**src/rtl/alu_pkg.sv**
```systemverilog
// Shared definitions for the ALU stage: op encodings, status bit positions
// and the default datapath width.
package alu_pkg;

   localparam int WIDTH = 16;

   typedef enum logic [1:0] {
      ALU_ADD  = 2'b00,
      ALU_SUB  = 2'b01,
      ALU_AND  = 2'b10,
      ALU_NOTB = 2'b11
   } alu_op_e;

   localparam int ST_Z = 0;
   localparam int ST_N = 1;
   localparam int ST_V = 2;

endpackage

```
**src/rtl/alu_stage_alu.sv**
```systemverilog
// Combinational ALU: one of four 16-bit operations plus Z/N/V flags.
// Overflow is only meaningful for add and subtract; logic ops clear it.
module alu
   import alu_pkg::*;
#(
   parameter int WIDTH = alu_pkg::WIDTH
) (
   input  logic [WIDTH-1:0] ain,
   input  logic [WIDTH-1:0] bin,
   input  logic [1:0]       alu_op,
   output logic [WIDTH-1:0] result,
   output logic             z,
   output logic             n,
   output logic             v
);

   localparam int MSB = WIDTH - 1;

   // Operation select and signed-overflow detection.
   always_comb begin
      result = {WIDTH{1'b0}};
      v      = 1'b0;
      case (alu_op)
         ALU_ADD: begin
            result = ain + bin;
            v      = (ain[MSB] == bin[MSB]) && (result[MSB] != ain[MSB]);
         end
         ALU_SUB: begin
            result = ain - bin;
            v      = (ain[MSB] != bin[MSB]) && (result[MSB] != ain[MSB]);
         end
         ALU_AND: begin
            result = ain & bin;
            v      = 1'b0;
         end
         ALU_NOTB: begin
            result = ~bin;
            v      = 1'b0;
         end
         default: begin
            result = {WIDTH{1'b0}};
            v      = 1'b0;
         end
      endcase
   end

   assign z = (result == {WIDTH{1'b0}});
   assign n = result[MSB];

endmodule

```
**src/rtl/alu_stage.sv**
```systemverilog
// Registered ALU stage: one-slot valid/ready buffer holding the C register
// and the {V,N,Z} status register, fed by the combinational alu.
module alu_stage
   import alu_pkg::*;
#(
   parameter int WIDTH = alu_pkg::WIDTH
) (
   input  logic             clk,
   input  logic             reset,
   input  logic             in_valid,
   output logic             in_ready,
   input  logic [WIDTH-1:0] ain,
   input  logic [WIDTH-1:0] bin,
   input  logic [1:0]       alu_op,
   input  logic             loadc,
   input  logic             loads,
   output logic             out_valid,
   input  logic             out_ready,
   output logic [WIDTH-1:0] c,
   output logic [2:0]       status
);

   logic [WIDTH-1:0] result_s;
   logic             z_s;
   logic             n_s;
   logic             v_s;
   logic [2:0]       flags_s;
   logic             accept_s;
   logic [WIDTH-1:0] c_r;
   logic [2:0]       status_r;
   logic             out_valid_r;

   alu #(.WIDTH(WIDTH)) u_alu (
      .ain    (ain),
      .bin    (bin),
      .alu_op (alu_op),
      .result (result_s),
      .z      (z_s),
      .n      (n_s),
      .v      (v_s)
   );

   // Pack the flags into their status-register positions.
   always_comb begin
      flags_s       = 3'b000;
      flags_s[ST_Z] = z_s;
      flags_s[ST_N] = n_s;
      flags_s[ST_V] = v_s;
   end

   // A full slot can still accept when it is being drained the same cycle.
   assign in_ready = !out_valid_r || out_ready;
   assign accept_s = in_valid && in_ready;

   // Slot flag plus C/status capture; reset beats both accept and consume.
   always_ff @(posedge clk) begin
      if (reset) begin
         c_r         <= {WIDTH{1'b0}};
         status_r    <= 3'b000;
         out_valid_r <= 1'b0;
      end else if (accept_s) begin
         out_valid_r <= 1'b1;
         if (loadc) begin
            c_r <= result_s;
         end
         if (loads) begin
            status_r <= flags_s;
         end
      end else if (out_ready) begin
         out_valid_r <= 1'b0;
      end
   end

   assign c         = c_r;
   assign status    = status_r;
   assign out_valid = out_valid_r;

endmodule
```
**config.mk**
```make
export PLATFORM = sky130hd
export DESIGN_NAME = alu_stage
export DESIGN_NICKNAME = d
export VERILOG_FILES = /design/src/rtl/alu_pkg.sv /design/src/rtl/alu_stage_alu.sv /design/src/rtl/alu_stage.sv
export SDC_FILE = /design/constraint.sdc
export NUM_CORES = 1
export LEC_CHECK = 0
export BUFFER_PORTS_ARGS = -buffer_cell sky130_fd_sc_hd__buf_2
export CAP_MARGIN = 20
export CORE_AREA = 2 2 78 80
export DETAILED_ROUTE_END_ITERATION = 7
export DIE_AREA = 0 0 80 82
export PLACE_DENSITY_LB_ADDON = 0.3
export SETUP_SLACK_MARGIN = 0.02
export SLEW_MARGIN = 20
export SYNTH_ARGS = -nofsm -noshare
export SYNTH_HDL_FRONTEND = slang
export SYNTH_SLANG_ARGS = --single-unit
```
**constraint.sdc**
```tcl
create_clock -name clk -period 2.7 [get_ports clk]
set_clock_uncertainty 0.1 [all_clocks]
set_input_delay 0.27 -clock clk [delete_from_list [all_inputs] [get_ports clk]]
set_output_delay 0.27 -clock clk [all_outputs]
set_load 0.02 [all_outputs]
```
Yosys cells after proc, flatten, opt, wreduce, memory -nomap -nowiden:

Index checks and enable logic that the tools add are counted.

* logic and storage cells: 29
* bits in registers: 20

* multiplexer cells: 4
* $add $sub $neg: 2
* bitwise gates (word level): 2
* equality and inequality tests: 7
* reduce and logical (&&, ||, !) cells: 11

Operator list (number)
* one-hot mux 16 bit (4 select lines): 1
* adder 16 bit: 1
* AND 16 bit: 1
* logical NOT 16 bit: 1
* inverter 16 bit: 1
* subtractor 16 bit: 1
* == test 2 bit, second input constant: 2
* AND reduction 2 bit: 2
* logical AND 1 bit: 3
* != test 1 bit: 3
* one-hot mux 1 bit (3 select lines): 1
* == test 2 x 1 -> 1 bit, second input constant: 1
* logical NOT 2 bit: 1
* 2-to-1 mux 1 bit: 2
* nonzero test 2 bit: 1
* OR reduction 2 bit: 1
* == test 1 bit: 1
* logical NOT 1 bit: 1
* logical OR 1 bit: 1

Depth between registers and ports, before layout:

* word-level depth: 4
* depth in mapped cells: 13

By module:

From an unflattened synthesis, not the netlist that was laid out.

* cells, all modules: 438
* area total of the unflattened synthesis: 3289.4 um2

Modules (own cells, without submodules)
* alu: cells each 349, seq. area each 0.0 um2, instances 1, area an instance 2369.8 um2
* alu_stage: cells each 89, seq. area each 400.4 um2, instances 1, area an instance 919.6 um2

Least setup slack after synthesis:

Ideal clock, no wire load.

* kind: input-to-reg
* start point: in ain[0]
* end point: reg status_r[0], in the netlist status[0]
* data required time: 2540 ps
* arrival time: 2715 ps
* slack: -176 ps
* setup time: 60 ps
* stages: 12
* path through: ha_1 -> fa_1 -> nor2b_1 -> o31ai_2 -> o21bai_2 -> xnor2_1 -> mux2i_1 -> or4_1 -> nor4b_2 -> nand4_1 -> nor4_1 -> a32o_1

* cells in the longest elaborated chain, start to end: 3
* elaborated cells between the ends (all ways): 5
* classes of those cells: 2 x add/sub; 1 x mux; 1 x bitwise; 1 x reduce/logical

RTL lines
* start, declared: line alu_stage.sv:12 `input logic [WIDTH-1:0] ain,`
* subtractor 16 bit (tied with other cells): line alu_stage_alu.sv:29 `result = ain - bin;`
* one-hot mux 16 bit (4 select lines) *: line alu_stage_alu.sv:23 `case (alu_op)`
* logical NOT 16 bit *: line alu_stage_alu.sv:47 `assign z = (result == {WIDTH{1'b0}});`
* end signal, assigned: line alu_stage.sv:67 `status_r <= flags_s;`
* end, declared: line alu_stage.sv:30 `logic [2:0] status_r;`

Every way passes the cells marked *; elsewhere a longest branch is shown, timed or not.
A chain may end at the register's enable or synchronous reset.

Worst setup path in the final report:

Ends and elaborated chain as after synthesis.

==> run_results.csv <==
group,metric,value,unit
outcome,outcome,"complete, but fails checks",
outcome,failed_checks,"setup timing",
clock_network,clock_latency,0.26,ns
sta,fin_crit_sh,1.05,
cells_and_area,drive_gt1_frac,0.380,
cells_and_area,n_fill_cell,495,
yosys,ys_seq_area_frac,0.146,
floorplanning,die_h,82,um
yosys,synth_area_per_cell,7.09,um2
floorplanning,boundaryPins,61,
cells_and_area,syn2layout_area_growth,46.0,%
sta,fin_hold_ws,0.175,ns
yosys,synthFlopType,"dfxtp_1",
sta,finalMaxSlewViolations,0,
sta,hold_viol,0,
floorplanning,initial_core_util,0.477,
worst_setup_path,required,2.80,ns
grt,grt_overflow,0,
clock_network,clk_path_buf_depth,2,
worst_setup_path,ff2ff_path_depth,8,
hold_path,hp-class,"in2reg",
detailed_routing,routed_wl,8970,um
clock_network,clk_pin_slew,0.07,ns
pwr,cellPowerDensity,342,nW/um2
yosys,async_flop_share,0,
place,dp_hpwl,6750,um
cells_and_area,layout_commonest_cell,"buf_4",
detailed_routing,via_count,3353,
place,port_buffers,60,
detailed_routing,routedWlPerCell,15.3,um
cells_and_area,multiInputGateArea,2350,um2
worst_setup_path,cp-start-kind,"primary input",
cells_and_area,finalNetCount,585,
sta,finalWorstSetupSlack,-0.125,ns
detailed_routing,drcViolationCount,0,
yosys,synth-edff-count,0,
worst_setup_path,worst_setup_path_end_kind,"register",
grt,grt_antenna_before_repair,0,
detailed_routing,antenna_left,0,
worst_setup_path,crit_start,"ain[0]",
worst_setup_path,cp_slowest_cell,"fa_2",
sta,setup_viol,1,
clock_network,clockRootBuffer,"clkbuf_8",
worst_setup_path,slowest_delay,0.52,ns
pwr,peakVddDrop,243,uV
yosys,synth.distinct_cells,63,
clock_network,tritoncts,"done",
floorplanning,row_count,28,
worst_setup_path,path_cells,"buf_8 > inv_4 > ha_4 > fa_2 > nand2_1 > o21ai_1 > o21ai_1 > or4_1 > or4_4 > nor4b_4 > nand4_1 > nor4_2 > a32o_1",
clock_network,cts_buffers,3,
cells_and_area,diodes,0,
worst_setup_path,endpoint,"status[0]",
detailed_routing,vias_per_cell,5.73,
pwr,total_power,1.37,mW
place,dp_slack,-0.468,ns
grt,track_usage,0.262,
sta,slew_headroom,0.523,
place,gp_congestion,0.931,
job,max_cap_violations,0,
clock_network,htreeDepth,1,
clock_network,cts.hold.buffers_added,0,
yosys,syn_inst,387,
sta,finalCriticalPeriod,2.82,ns
floorplanning,die_area,6560,um2
floorplanning,coreArea,5750,um2
yosys,ys_warn_count,0,
grt,grt_pass1_wl,13900,um
yosys,synth_nets,461,
cells_and_area,seqCellArea,400,um2
worst_setup_path,cp.arrival,2.93,ns
pwr,leakage,1.92,nW
worst_setup_path,r2r_start,"out_valid",
cells_and_area,final_cell_mix,"buf_4 (76), buf_2 (54), nand2_1 (46)",
sta,rsz0062_at_grt,"true",
cells_and_area,fin_area,4010,um2
detailed_routing,firstDrtPassIters,5,
worst_setup_path,crit_type,"in2reg",
worst_setup_path,rr_endpoint,"status[0]",
worst_setup_path,critPathMaxFanout,2,
place,placed_cell_area,3600,um2
yosys,yosys_register_bits,20,
sta,tightest_slew,0.714,ns
detailed_routing,drt_iter0_markers,258,
yosys,syn-cell-area,2740,um2
sta,max_freq,354,MHz
clock_network,cts_sinks,20,
worst_setup_path,regToRegSetupSlack,0.25,ns
floorplanning,die_w,80,um
worst_setup_path,cpMostUsedCell,"o21ai_1",
grt,grt_pass1_vias,3171,
grt,grt_max_degree,30,
[worst min-delay path by stage]
stage / endpoint / start / slack [ns] / depth (start not counted)
2_1_floorplan: out_valid / in_valid / 0.30 / 2
3_3_place_gp: c[3] / c[3] / 0.34 / 2
3_5_place_dp: c[2] / c[2] / 0.35 / 2
4_1_cts: out_valid / in_valid / 0.17 / 3
5_1_grt: out_valid / in_valid / 0.18 / 3
6_report: out_valid / in_valid / 0.17 / 3
[sequential cells by signal, summed over array words and instances, names as in the netlist]
name / flops
c: 16
out_valid: 1
status: 3
[final cells by class]
cell class,count,area share
sequential,20,0.100
tap,75,0.0234
timing repair buffer,141,0.248
clock buffer,4,0.0137
multi-input combinational,317,0.587
inverter,28,0.0281
[critical path: cells and delay by family]
family / cells / cell delay (ns)
AND/OR/NAND/NOR: 6 / 1.55
adder cells (fa/ha/maj): 2 / 0.66
AO/OA/AOI/OAI: 3 / 0.33
buffers and inverters: 2 / 0.12
[stage by stage]
stage | util | cells | setup TNS (ns)
floorplan | - | 387 | -0.118
global placement | 0.626 | 574 | -1.89
detailed placement | 0.626 | 574 | -2.80
CTS | 0.656 | 584 | -0.557
global route | 0.697 | 585 | -0.460
finish | 0.697 | 585 | -0.125
[report_power, final]
| part | internal (mW) | switching, mW | total (mW) |
|---|---|---|---|
| registers | 0.313 | 0.00906 | 0.322 |
| logic | 0.390 | 0.430 | 0.820 |
| clock network | 0.130 | 0.0986 | 0.228 |
[synthesized netlist by cell type, types with 4 or more instances]
| library cell | count | area [um2] |
|---|---|---|
| nor3_1 | 9 | 45.0 |
| a21o_1 | 5 | 37.5 |
| nor2b_1 | 6 | 37.5 |
| a21oi_1 | 45 | 225 |
| clkbuf_1 | 16 | 60.1 |
| nand3_1 | 8 | 40.0 |
| o21ai_0 | 24 | 120 |
| a31oi_1 | 6 | 37.5 |
| xnor2_1 | 6 | 52.6 |
| nor2_1 | 37 | 139 |
| nand2_1 | 46 | 173 |
| ha_1 | 32 | 400 |
| mux2i_1 | 11 | 110 |
| inv_1 | 27 | 101 |
| o21bai_1 | 6 | 45.0 |
| nand2b_1 | 4 | 25.0 |
| o22ai_1 | 4 | 25.0 |
| dfxtp_1 | 20 | 400 |
| buf_2 | 4 | 20.0 |
| o211ai_1 | 7 | 52.6 |
[timing repair]
| item | CTS | global route |
|---|---|---|
| gates resized for setup | 16 | 58 |
| setup buffers | 6 | 1 |
| endpoints found under the setup margin | 7 | 9 |
| pin swaps | 10 | 30 |
[logic make-up after synthesis]
group | count (synthesis) | synth area share
adder cells (fa/ha/maj) | 34 | 0.161
AO/OA/AOI/OAI | 133 | 0.326
flip-flops | 20 | 0.146
multiplexers | 12 | 0.0443
AND/OR/NAND/NOR | 129 | 0.218
buffers and inverters | 50 | 0.0771
XOR/XNOR | 9 | 0.0287
[per-layer routing]
| metal | wire (um) | global-route usage |
|---|---|---|
| met5 | 0 | 0 |
| met4 | 237 | 0.0831 |
| met3 | 438 | 0.0253 |
| met2 | 4720 | 0.497 |
| met1 | 3580 | 0.309 |
Note: power is estimated with default switching activity, not from simulation.
